## src/rtl/bcd_arb_pkg.sv

```systemverilog
// Shared widths and state encoding for the BCD conversion arbiter.
package bcd_arb_pkg;

    localparam int unsigned BIN_W  = 8;
    localparam int unsigned BCD_W  = 12;
    localparam int unsigned CNT_W  = 3;
    localparam int unsigned STEP_W = BCD_W + BIN_W;

    typedef enum logic [1:0] {
        IDLE = 2'd0,
        CONV = 2'd1,
        DONE = 2'd2
    } state_t;

endpackage

```

## src/rtl/bcd_conv_arbiter_if.sv

```systemverilog
// Request/response bundle between N_REQ requesters, one consumer and the shared converter.
interface bcd_conv_arbiter_if
    import bcd_arb_pkg::*;
#(
    parameter int unsigned N_REQ = 4,
    parameter int unsigned ID_W  = 2
);
    logic [N_REQ-1:0]       req_valid;
    logic [BIN_W*N_REQ-1:0] req_bin;
    logic [N_REQ-1:0]       req_ready;
    logic                   rsp_valid;
    logic [BCD_W-1:0]       rsp_bcd;
    logic [ID_W-1:0]        rsp_id;
    logic                   rsp_ready;
    logic                   busy;

    modport master (
        output req_valid, req_bin, rsp_ready,
        input  req_ready, rsp_valid, rsp_bcd, rsp_id, busy
    );

    modport slave (
        input  req_valid, req_bin, rsp_ready,
        output req_ready, rsp_valid, rsp_bcd, rsp_id, busy
    );
endinterface

```

## src/rtl/bcd_dabble_step.sv

```systemverilog
// One double-dabble iteration on {bcd, bin}: add 3 to each digit >= 5, then shift left.
module bcd_dabble_step
    import bcd_arb_pkg::*;
(
    input  logic [STEP_W-1:0] i_vec,
    output logic [STEP_W-1:0] o_vec_c
);
    logic [STEP_W-1:0] w_adj;

    always_comb begin
        w_adj = i_vec;
        for (int unsigned d = 0; d < 3; d++) begin
            if (i_vec[BIN_W + 4*d +: 4] >= 4'd5) begin
                w_adj[BIN_W + 4*d +: 4] = i_vec[BIN_W + 4*d +: 4] + 4'd3;
            end
        end
        o_vec_c = {w_adj[STEP_W-2:0], 1'b0};
    end
endmodule

```

## src/rtl/bcd_conv_arbiter.sv

```systemverilog
// Arbitrates N_REQ requesters onto one 8-cycle binary-to-BCD converter.
// Define BCD_ARB_ROUND_ROBIN_EN for round-robin grant; default is fixed priority (lowest index).
module bcd_conv_arbiter
    import bcd_arb_pkg::*;
#(
    parameter int unsigned N_REQ = 4,
    parameter int unsigned ID_W  = $clog2(N_REQ)
)(
    input  logic                 clk,
    input  logic                 rst,
    bcd_conv_arbiter_if.slave    bus
);
    state_t              r_state;
    logic [CNT_W-1:0]    r_cnt;
    logic [STEP_W-1:0]   r_work;
    logic                r_rsp_valid;
    logic [BCD_W-1:0]    r_rsp_bcd;
    logic [ID_W-1:0]     r_rsp_id;

    logic [N_REQ-1:0]    w_grant;
    logic                w_hit;
    logic [ID_W-1:0]     w_idx;
    logic [ID_W-1:0]     w_win_id;
    logic [STEP_W-1:0]   w_step;
    logic [BIN_W-1:0]    w_bin [N_REQ];

    for (genvar g = 0; g < N_REQ; g++) begin : g_bin
        assign w_bin[g] = bus.req_bin[g*BIN_W +: BIN_W];
    end

`ifdef BCD_ARB_ROUND_ROBIN_EN
    logic [ID_W-1:0] r_ptr;

    function automatic int unsigned wrap_idx(input int unsigned a);
        return (a >= N_REQ) ? a - N_REQ : a;
    endfunction
`endif

    // Grant search; only offered while idle and out of reset
    always_comb begin
        w_hit    = 1'b0;
        w_idx    = '0;
        w_win_id = '0;
        w_grant  = '0;
        for (int unsigned k = 0; k < N_REQ; k++) begin
`ifdef BCD_ARB_ROUND_ROBIN_EN
            w_idx = ID_W'(wrap_idx(32'(r_ptr) + k));
`else
            w_idx = ID_W'(k);
`endif
            if (!w_hit && bus.req_valid[w_idx]) begin
                w_hit    = 1'b1;
                w_win_id = w_idx;
            end
        end
        if (r_state == IDLE && !rst && w_hit) begin
            w_grant[w_win_id] = 1'b1;
        end
    end

    bcd_dabble_step u_step (
        .i_vec   (r_work),
        .o_vec_c (w_step)
    );

    always_ff @(posedge clk or posedge rst) begin
        if (rst) begin
            r_state     <= IDLE;
            r_cnt       <= '0;
            r_work      <= '0;
            r_rsp_valid <= 1'b0;
            r_rsp_bcd   <= '0;
            r_rsp_id    <= '0;
`ifdef BCD_ARB_ROUND_ROBIN_EN
            r_ptr       <= '0;
`endif
        end else begin
            case (r_state)
                IDLE: begin
                    if (w_hit) begin
                        r_work   <= {{BCD_W{1'b0}}, w_bin[w_win_id]};
                        r_rsp_id <= w_win_id;
                        r_cnt    <= '0;
                        r_state  <= CONV;
`ifdef BCD_ARB_ROUND_ROBIN_EN
                        r_ptr    <= ID_W'(wrap_idx(32'(w_win_id) + 32'd1));
`endif
                    end
                end
                CONV: begin
                    r_work <= w_step;
                    r_cnt  <= r_cnt + CNT_W'(1);
                    // Eighth step lands the final digits straight into the result register
                    if (r_cnt == CNT_W'(BIN_W - 1)) begin
                        r_state     <= DONE;
                        r_rsp_valid <= 1'b1;
                        r_rsp_bcd   <= w_step[STEP_W-1 -: BCD_W];
                    end
                end
                DONE: begin
                    if (bus.rsp_ready) begin
                        r_state     <= IDLE;
                        r_rsp_valid <= 1'b0;
                        r_rsp_bcd   <= '0;
                    end
                end
                default: r_state <= IDLE;
            endcase
        end
    end

    assign bus.req_ready = w_grant;
    assign bus.rsp_valid = r_rsp_valid;
    assign bus.rsp_bcd   = r_rsp_bcd;
    assign bus.rsp_id    = r_rsp_id;
    assign bus.busy      = (r_state != IDLE);

endmodule

```

## src/flat_wrapper.sv

```systemverilog
// flat-port wrapper written by rule: the top's interface ports become plain ports
module bcd_conv_arbiter_flat import bcd_arb_pkg::*;
#(
    parameter int unsigned N_REQ = 4,
    parameter int unsigned ID_W  = $clog2(N_REQ)
)
  (clk, rst, bus_req_valid, bus_req_bin, bus_rsp_ready, bus_req_ready, bus_rsp_valid, bus_rsp_bcd, bus_rsp_id, bus_busy);
  bcd_conv_arbiter_if #(.N_REQ(N_REQ), .ID_W(ID_W)) bus_i ();
  input  logic clk;
  input  logic rst;
  input wire logic [$bits(bus_i.req_valid)-1:0] bus_req_valid;
  input wire logic [$bits(bus_i.req_bin)-1:0] bus_req_bin;
  input wire logic [$bits(bus_i.rsp_ready)-1:0] bus_rsp_ready;
  output wire logic [$bits(bus_i.req_ready)-1:0] bus_req_ready;
  output wire logic [$bits(bus_i.rsp_valid)-1:0] bus_rsp_valid;
  output wire logic [$bits(bus_i.rsp_bcd)-1:0] bus_rsp_bcd;
  output wire logic [$bits(bus_i.rsp_id)-1:0] bus_rsp_id;
  output wire logic [$bits(bus_i.busy)-1:0] bus_busy;
  assign bus_i.req_valid = bus_req_valid;
  assign bus_i.req_bin = bus_req_bin;
  assign bus_i.rsp_ready = bus_rsp_ready;
  assign bus_req_ready = bus_i.req_ready;
  assign bus_rsp_valid = bus_i.rsp_valid;
  assign bus_rsp_bcd = bus_i.rsp_bcd;
  assign bus_rsp_id = bus_i.rsp_id;
  assign bus_busy = bus_i.busy;
  bcd_conv_arbiter #(.N_REQ(N_REQ), .ID_W(ID_W)) u_core (.clk(clk), .rst(rst), .bus(bus_i));
endmodule
```

## config.mk

```make
export PLATFORM = sky130hd
export DESIGN_NAME = bcd_conv_arbiter_flat
export DESIGN_NICKNAME = d
export VERILOG_FILES = /design/src/rtl/bcd_arb_pkg.sv /design/src/rtl/bcd_conv_arbiter_if.sv /design/src/rtl/bcd_dabble_step.sv /design/src/rtl/bcd_conv_arbiter.sv /design/src/flat_wrapper.sv
export SDC_FILE = /design/constraint.sdc
export NUM_CORES = 1
export LEC_CHECK = 0
export ABC_AREA = 1
export ABC_CLOCK_PERIOD_IN_PS = 2700
export BUFFER_PORTS_ARGS = -buffer_cell sky130_fd_sc_hd__buf_4
export CORE_MARGIN = 4
export CORE_UTILIZATION = 53
export DETAILED_ROUTE_END_ITERATION = 8
export MAX_ROUTING_LAYER = met4
export PLACE_DENSITY = 0.86
export SYNTH_ARGS = -nofsm -noshare
export SYNTH_HDL_FRONTEND = slang
export SYNTH_SLANG_ARGS = --single-unit
```

## constraint.sdc

```tcl
create_clock -name clk -period 2.7 [get_ports clk]
set_input_delay 0.54 -clock clk [delete_from_list [all_inputs] [get_ports clk]]
set_output_delay 0.54 -clock clk [all_outputs]
set_load 0.1 [all_outputs]
```

==> reports/metrics.cfg, run 1 <==
[timing]
clock-skew-final_ps = 8.03
period_minus_slack_ps = 2420
final-setup-viol-count = 0
holdWs_ps = 404
slew_viol_final = 0
fmax_mhz = 413
hold_viol_final = 0
grt_setup_unrepaired = no
fin_tns_setup_ps = 0
worst_slew_pin_slew_ps = 497
slew_headroom_pct = 66.8
period_share_pct = 89.7

[job]
cap_viol_max_count = 0

[grt]
grt_use_total_pct = 22.8
overflow = 0
antenna_found_initial = 0
grt_pass1_wl_um = 9520
grt_max_degree = 41
first_global_vias = 2088

[yosys]
ys_ff_latch = 40
synthCells = 315
synth_area_um2 = 2350
synth_nets = 362
synthDistinctLibCells = 22
synth_area_leaders = dfrtp_1 (43%), nand2_1 (16%), nand3_1 (9.2%), inv_1 (6.1%), ha_1 (4.3%)
synth_area_per_cell_um2 = 7.46
yosysTopAreaCell = dfrtp_1
ys_seq_area_share_pct = 42.6
netlist.area_leader.share_pct = 42.6
yosys_warnings = 0

[clock_network]
cts.hold.buffers_added = 0
clk_latency_ps = 280
clock_sinks = 40
ctsResizeCount = 0
cts_tree = done
path_clk_slew_ps = 70
cts_setup_buffers = 0
clockBufferDepth = 2
cts_root_buffer = clkbuf_8
cts_buffers = 5
cts.htree.levels = 2

[die]
io_pins = 59
die_area_um2 = 5560
fp.dieH_um = 74.6
fp.coreArea_um2 = 4140
fp-row-count = 23
die_w_um = 74.6
initial_core_util_pct = 56.7

[drt]
wl_um = 5460
detail_route.wl_per_cell_um = 13.1
route.antenna.remaining_nets = 0
drtIter0Drc = 126
dr.pass1.iters = 4
viasPerCell = 5.26
dr_total_vias = 2197
remaining_drc_errors = 0

[setup_path]
critPathArrivalTime_ps = 1880
cp-end-kind = primary output
path_max_fanout = 13
slowest_stage = dfrtp_1
slowest_delay_ps = 410
start_kind = flip-flop
reg2reg_depth = 8
crit_path_cell_trace = nor2_1 -> nand2_4 -> inv_1 -> nand2_1 -> nor2_4 -> buf_4
required_ps = 2160
worst-setup-path-type = flip-flop to primary output

[final_layout]
area_delta_synth_final_pct = 21.5
regArea_um2 = 1000
multi_input_area_um2 = 1110
n_fill_cell = 368
finalNetCount = 417
final_cell_mix = nand2_1 (100), buf_4 (60), nand3_1 (43)
antenna_cells = 0
fin_cells = 418
final_common_cell = nand2_1
drive_gt1_share_pct = 22.0

[place]
place_hpwl_um = 4100
placed_cells_incl_taps = 413
globalplace.congestion = 0.871
port_buffers = 58

[pwr]
p_leak_nw = 1.55
max-vdd-ir-drop_mv = 0.802
power.density_nw_per_um2 = 1340

[worst_hold_path]
hold_class = input pin to async pin

[status]
status = complete, no violations

## area by class of cell
type | instances | area share, %
Sequential cell | 40 | 35.1
Inverter | 42 | 5.70
Tap cell | 50 | 2.19
Timing Repair Buffer | 60 | 15.8
Clock buffer | 5 | 2.41
Multi-Input combinational cell | 221 | 38.8
## power by group
group	internal [mW]	leakage [nW]	switching, mW
logic	0.617	1.02	1.78
clock network	0.166	0.0359	0.180
registers	0.899	0.490	0.184
total	1.68	1.55	2.14
## metrics by stage
step / util, % / setup slack, ps / area, um^2 / power, mW
after floorplan: - / 268 / 2380 / 3.03
after CTS: 68.8 / 260 / 2850 / 3.84
after global placement: 67.2 / 382 / 2780 / 3.41
after detailed placement: 67.2 / 345 / 2780 / 3.48
after global routing: 68.8 / 112 / 2850 / 4.16
final: 68.8 / 279 / 2850 / 3.83
## per-layer routing
metal / global-route usage [%] / up-vias / wire, um / part of all wire, %
met3: 4.05 / 8 / 233 / 4.3
met1: 29.6 / 1028 / 2340 / 43
met5: - / - / 0 / 0
met4: 5.73 / 0 / 70 / 1.3
met2: 37.0 / 49 / 2810 / 52
li1: - / 1112 / - / -
## worst max-delay path, delay by kind of cell, from the launching register on
family	cells	cell delay (ps)
flops	1	410
simple gates	4	770
buf+inv	2	410
## Yosys cell counts
master and instances:
buf_4 3, nand2_4 3, clkinv_2 1, inv_2 3, o22ai_1 4, nor2_8 1, a21oi_1 1, nor2_1 22
o31ai_1 1, o211ai_1 2, o21ai_1 6, buf_6 7, nand3_2 1, buf_2 2, ha_1 8, nand2_1 100
o21ai_0 19, inv_1 38, nand2_2 2, nand3_1 43, dfrtp_1 40, nand4_1 8
## path summary, 6_finish.rpt
check                                                    from                            endpoint  slack, ps
max in group asynchronous                                 rst       u_core.r_state[1]$_DFFE_PP0P_       1940
setup reg to reg                u_core.r_state[1]$_DFFE_PP0P_   u_core.bus.rsp_bcd[0]$_DFFE_PP0P_        980
min in group clk                                bus_rsp_ready       u_core.r_state[1]$_DFFE_PP0P_        450
hold reg to reg            u_core.bus.rsp_bcd[10]$_DFFE_PP0P_  u_core.bus.rsp_bcd[10]$_DFFE_PP0P_        480
hold / removal                                            rst    u_core.bus.rsp_id[1]$_DFFE_PP0P_        400
setup / recovery                u_core.r_state[0]$_DFFE_PP0P_                    bus_req_ready[2]        280
## state kept, by name (all words and copies together) (netlist names)
| register | count |
|---|---|
| u_core.bus.rsp_bcd | 12 |
| u_core.r_state | 2 |
| u_core.r_cnt | 3 |
| u_core.r_work | 20 |
| u_core.bus.rsp_valid | 1 |
| u_core.bus.rsp_id | 2 |
## kinds of logic (layout without fill, tap and decap cells)
logic type,Yosys count,in the layout,synth area share [%]
compound gates,33,33,7.56
buf+inv,54,107,11.5
simple gates,180,180,34.0
fa+ha+maj,8,8,4.26
flops,40,40,42.6
(Power assumes the default switching activity.)
==> run 2, diff against run 1 <==
Settings changed: CORE_MARGIN 4 to 2, SKIP_LAST_GASP set to 1.
==> run 2 against run 1 <==
Worst hold slack worse by 7.0 ps. Cell area is 0.83% higher. Largest power group unchanged. Non-clock buffer count stayed put. Clock power rose by 18%. Highest routed layer unchanged. Global-route usage rose by 2.4 points.
==> reports/metrics.cfg, run 2 (synthesized netlist as in run 1, its figures left out) <==
[grt]
grt_pass1_wl_um = 9830
overflow = 0
grt_use_total_pct = 25.2
first_global_vias = 2242
grt_max_degree = 41
antenna_found_initial = 0

[clock_network]
cts_buffers = 5
cts_root_buffer = clkbuf_8
cts_setup_buffers = 0
cts_tree = done
clk_latency_ps = 290
path_clk_slew_ps = 70
ctsResizeCount = 0
cts.hold.buffers_added = 0
cts.htree.levels = 2
clock_sinks = 40
clockBufferDepth = 2

[place]
placed_cells_incl_taps = 415
port_buffers = 58
pre_cts_ws_ps = 315
globalplace.congestion = 0.919
place_hpwl_um = 4330

[setup_path]
reg2reg_depth = 8
start_kind = flip-flop
critPathArrivalTime_ps = 1890
crit_path_cell_trace = nor2_1 -> nand2_4 -> inv_1 -> nand2_1 -> nor2_4 -> buf_4
path_max_fanout = 13
rr_endpoint = u_core.bus.rsp_bcd[3]$_DFFE_PP0P_
cp-end-kind = primary output
required_ps = 2160
rrSetupSlack_ps = 990
r2r_start = u_core.r_state[1]$_DFFE_PP0P_
slowest_stage = dfrtp_1
worst-setup-path-type = flip-flop to primary output
slowest_delay_ps = 410

[drt]
dr.pass1.iters = 4
remaining_drc_errors = 0
wl_um = 5810
drtIter0Drc = 138
detail_route.wl_per_cell_um = 13.7
viasPerCell = 5.32
route.antenna.remaining_nets = 0
dr_total_vias = 2252

[die]
fp.dieH_um = 70.6
die_area_um2 = 4980
fp-row-count = 24
die_w_um = 70.6
io_pins = 59
initial_core_util_pct = 54.3
fp.coreArea_um2 = 4320

[final_layout]
drive_gt1_share_pct = 22.1
finalNetCount = 417
post-route-util_pct = 66.5
antenna_cells = 0
regMostFlops = u_core.r_work
final_cell_mix = nand2_1 (100), buf_4 (60), nand3_1 (43)
fin_cells = 423
largest_register_ffs = 20
area_delta_synth_final_pct = 22.5
final_common_cell = nand2_1

[timing]
setup_ws_ps = 266
grt_setup_unrepaired = no
fmax_mhz = 411
worst_slew_pin_slew_ps = 493
hold_viol_final = 0
slew_viol_final = 0
fin_tns_setup_ps = 0
period_share_pct = 90.1
period_minus_slack_ps = 2430
clock-skew-final_ps = 2.21
slew_headroom_pct = 67.1
final-setup-viol-count = 0

[job]
cap_viol_max_count = 0

[worst_hold_path]
hold_class = input pin to async pin

[pwr]
p_leak_nw = 1.56
power.density_nw_per_um2 = 1360
max-vdd-ir-drop_mv = 0.907

[status]
status = complete, no violations

-- run 2: power by group --
part           total [mW]  switching [mW]  internal [mW]
Sequential           1.08           0.183          0.899
Combinational        2.43            1.82          0.618
Clock               0.408           0.200          0.208
-- run 2: area by class of cell --
class                           count  area (um^2)
Clock buffer                        8         90.1
Fill cell                         368         1450
Inverter                           42          163
Multi-Input combinational cell    221         1110
Sequential cell                    40         1000
Tap cell                           52         65.1
Timing Repair Buffer               60          450
-- run 2: worst max-delay path by stage --
stage	start	cells past startpoint	to	slack (ps)
finish	u_core.r_state[0]$_DFFE_PP0P_	6	bus_req_ready[1]	270
global route	u_core.r_state[0]$_DFFE_PP0P_	6	bus_req_ready[1]	130
CTS	u_core.r_state[0]$_DFFE_PP0P_	6	bus_req_ready[1]	260
detailed placement	bus_req_valid[1]	8	bus_req_ready[1]	310
global placement	bus_req_valid[1]	8	bus_req_ready[3]	390
floorplan	rst	3	bus_req_ready[0]	270
-- run 2: critical path: cells and delay by family (launching register included) --
family | cells | cell delay, ps
buffers and inverters | 2 | 410
DFF | 1 | 410
and+or+nand+nor | 4 | 770
-- run 2: layer usage --
metal / global-route usage, % / part of all wire (%) / vias up
met5: - / 0 / -
met4: 7.55 / 2.1 / 0
met3: 5.27 / 5.1 / 18
met2: 42.3 / 51 / 72
met1: 30.9 / 42 / 1045
li1: - / - / 1117
-- run 2: through the flow --
stage                     hold slack (ps)  cell area, um^2  power, mW
after floorplan                       446             2380       3.03
after global placement                460             2790       3.41
after detailed placement              466             2790       3.50
after CTS                             419             2880       3.92
after global routing                  440             2880       4.19
final                                 397             2880       3.92
==> run 3, diff against run 2 <==
Settings changed: CORE_UTILIZATION 53 to 54, SYNTH_HIERARCHICAL set to 1.
==> run 3 against run 2 <==
Register-to-register slack better by 150 ps. First-iteration DRC count unchanged. Critical endpoint is now bus_req_ready[2]. Total power down 1.6%. Highest routed layer unchanged. Count of clock-buffer cells in the layout down 3. Sequential power about the same. Critical path depth unchanged. Sequential cell count unchanged.
==> reports/metrics.cfg, run 3 <==
[status]
status = complete, no violations

[drt]
drtIter0Drc = 138
detail_route.wl_per_cell_um = 12.4
remaining_drc_errors = 0
dr.pass1.iters = 4
wl_um = 5650
route.antenna.remaining_nets = 0
dr_total_vias = 2358
viasPerCell = 5.19

[setup_path]
rr_endpoint = u_core/r_work[5]$_DFFE_PP0P_
worstSetupStartpoint = u_core/r_state[0]$_DFFE_PP0P_
worst-setup-path-type = flip-flop to primary output
endpoint = bus_req_ready[2]
required_ps = 2160
cp.buffers_inverters = 2
path_max_fanout = 4
cp-end-kind = primary output
worst-path-stages = 6
critPathArrivalTime_ps = 1790
slowest_stage = dfrtp_1
start_kind = flip-flop
path_delay_family = simple AND/OR/NAND/NOR gates
slowest_delay_ps = 410
reg2reg_depth = 7
rrSetupSlack_ps = 1140
r2r_start = u_core/r_state[0]$_DFFE_PP0P_
crit_path_cell_trace = nor2_1 -> nand2_1 -> inv_2 -> nand2_4 -> nor4_4 -> buf_4

[yosys]
yosys_warnings = 6
synth_area_per_cell_um2 = 7.14
synthDistinctLibCells = 32
async_flop_share_pct = 100
netlist.area_leader.share_pct = 39.7
synth_nets = 400
ys_top_cells_by_count = nand2_1 (86), inv_1 (62), nand3_1 (41)
synth-edff-count = 0
yosysTopAreaCell = dfrtp_1
synthCells = 353
synth_area_um2 = 2520
synth_area_leaders = dfrtp_1 (40%), nand2_1 (13%), inv_1 (9.2%), nand3_1 (8.1%), o21ai_0 (7.9%)
ys_ff_latch = 40
ys_seq_area_share_pct = 39.7
ys.flop_type = dfrtp_1
yosysMostFrequentCell = nand2_1

[worst_hold_path]
hold_class = input pin to async pin

[die]
fp-row-count = 24
die_w_um = 72.3
io_pins = 59
die_area_um2 = 5230
fp.dieH_um = 72.3
fp.coreArea_um2 = 4410
initial_core_util_pct = 57.1

[place]
place_hpwl_um = 4200
placed_cells_incl_taps = 446
globalplace.congestion = 0.844
pre_cts_ws_ps = 420
port_buffers = 58

[pwr]
power_mw = 3.86
p_leak_nw = 1.65
power.density_nw_per_um2 = 1270
max-vdd-ir-drop_mv = 0.503

[clock_network]
clock_sinks = 40
cts_setup_buffers = 0
cts.hold.buffers_added = 0
cts_tree = done
ctsResizeCount = 0
clk_latency_ps = 290
cts_root_buffer = clkbuf_8
clockBufferDepth = 2
cts.htree.levels = 2
cts_buffers = 5
path_clk_slew_ps = 80

[grt]
use_met3_pct = 4.86
use_met2_pct = 43.7
grt_max_degree = 41
grt_use_met1_pct = 27.1
grt.busiest_layer = met2
grt_use_total_pct = 24.2
antenna_found_initial = 0
grt_pass1_wl_um = 9650
first_global_vias = 2271
overflow = 0

[final_layout]
fin_cells = 454
regMostFlops = u_core/r_work
largest_register_ffs = 20
antenna_cells = 0
final_common_cell = nand2_1
area_delta_synth_final_pct = 20.2
drive_gt1_share_pct = 23.4
final_cell_mix = nand2_1 (85), buf_4 (62), inv_1 (61)
finalNetCount = 448

[timing]
slew_headroom_pct = 54.1
setup_ws_ps = 366
worst_slew_pin_slew_ps = 687
fmax_mhz = 428
hold_viol_final = 0
clock-skew-final_ps = 4.63
period_minus_slack_ps = 2330
slew_viol_final = 0
final-setup-viol-count = 0
grt_setup_unrepaired = no
period_share_pct = 86.4

[job]
cap_viol_max_count = 0

run 3: changes by cell type after synthesis, moves of 3 or more:
| cell | delta |
|---|---|
| nor2_4 | +4 |
| buf_2 | +3 |
| o22ai_1 | -4 |
| nand4_1 | -7 |
| o21ai_0 | +21 |
| nand2_1 | -14 |
| buf_6 | -5 |
| buf_4 | +7 |
| inv_1 | +24 |
| o21ai_1 | -5 |
run 3: cells by family after synthesis:
logic type | share of synthesized area, %
flops | 39.7
other cells | 0.149
fa+ha+maj | 3.97
compound gates | 11.1
buf+inv | 16.0
simple gates | 29.0
run 3: worst min-delay path by stage:
| stage | start | endpoint | depth (start not counted) |
|---|---|---|---|
| final | rst | u_core/bus.rsp_id[1]$_DFFE_PP0P_ | 3 |
| after global routing | bus_rsp_ready | u_core/r_state[1]$_DFFE_PP0P_ | 2 |
| after CTS | bus_rsp_ready | u_core/r_state[1]$_DFFE_PP0P_ | 2 |
| after detailed placement | u_core/r_work[3]$_DFFE_PP0P_ | u_core/r_work[3]$_DFFE_PP0P_ | 2 |
| after global placement | u_core/bus.rsp_valid$_DFFE_PP0P_ | u_core/bus.rsp_valid$_DFFE_PP0P_ | 2 |
| after floorplan | u_core/r_work[0]$_DFFE_PP0P_ | u_core/r_work[0]$_DFFE_PP0P_ | 2 |
run 3: worst register-to-register path, delay by kind of cell (launching register included):
| family | cells | cell delay [ps] |
|---|---|---|
| DFF | 1 | 390 |
| buffers and inverters | 1 | 100 |
| and+or+nand+nor | 6 | 970 |
run 3: final cells by class:
class                   instances  area, um^2
inverters                      67         255
multi-input cells             225        1150
clock inverters                 3        18.8
flip-flops and latches         40        1000
clock buffers                   5        68.8
repair buffers                 62         465
well taps                      52        65.1
fillers                       381        1390
run 3: routing by layer:
layer	share of wire (%)	vias to the layer above	wire, um
met4	1.6	0	89
li1	-	1177	-
met2	54	62	3060
met3	4.4	11	250
met1	40	1108	2250
met5	0	-	0
run 3: per-stage QoR:
| step | TNS (ps) | utilization (%) | hold slack (ps) | cell area [um^2] |
|---|---|---|---|---|
| finish | 0 | 68.6 | 438 | 3030 |
| global route | 0 | 68.6 | 444 | 3030 |
| CTS | 0 | 68.6 | 434 | 3030 |
| detailed placement | 0 | 66.6 | 466 | 2940 |
| global placement | 0 | 66.6 | 455 | 2940 |
| floorplan | -121 | - | 450 | 2560 |
run 3: where the power goes:
group | internal, mW | leakage [nW] | total [mW] | switching [mW]
combinational | 0.643 | 1.12 | 2.38 | 1.74
clock | 0.180 | 0.0479 | 0.388 | 0.208
sequential | 0.894 | 0.489 | 1.09 | 0.195
total | 1.72 | 1.65 | 3.86 | 2.14
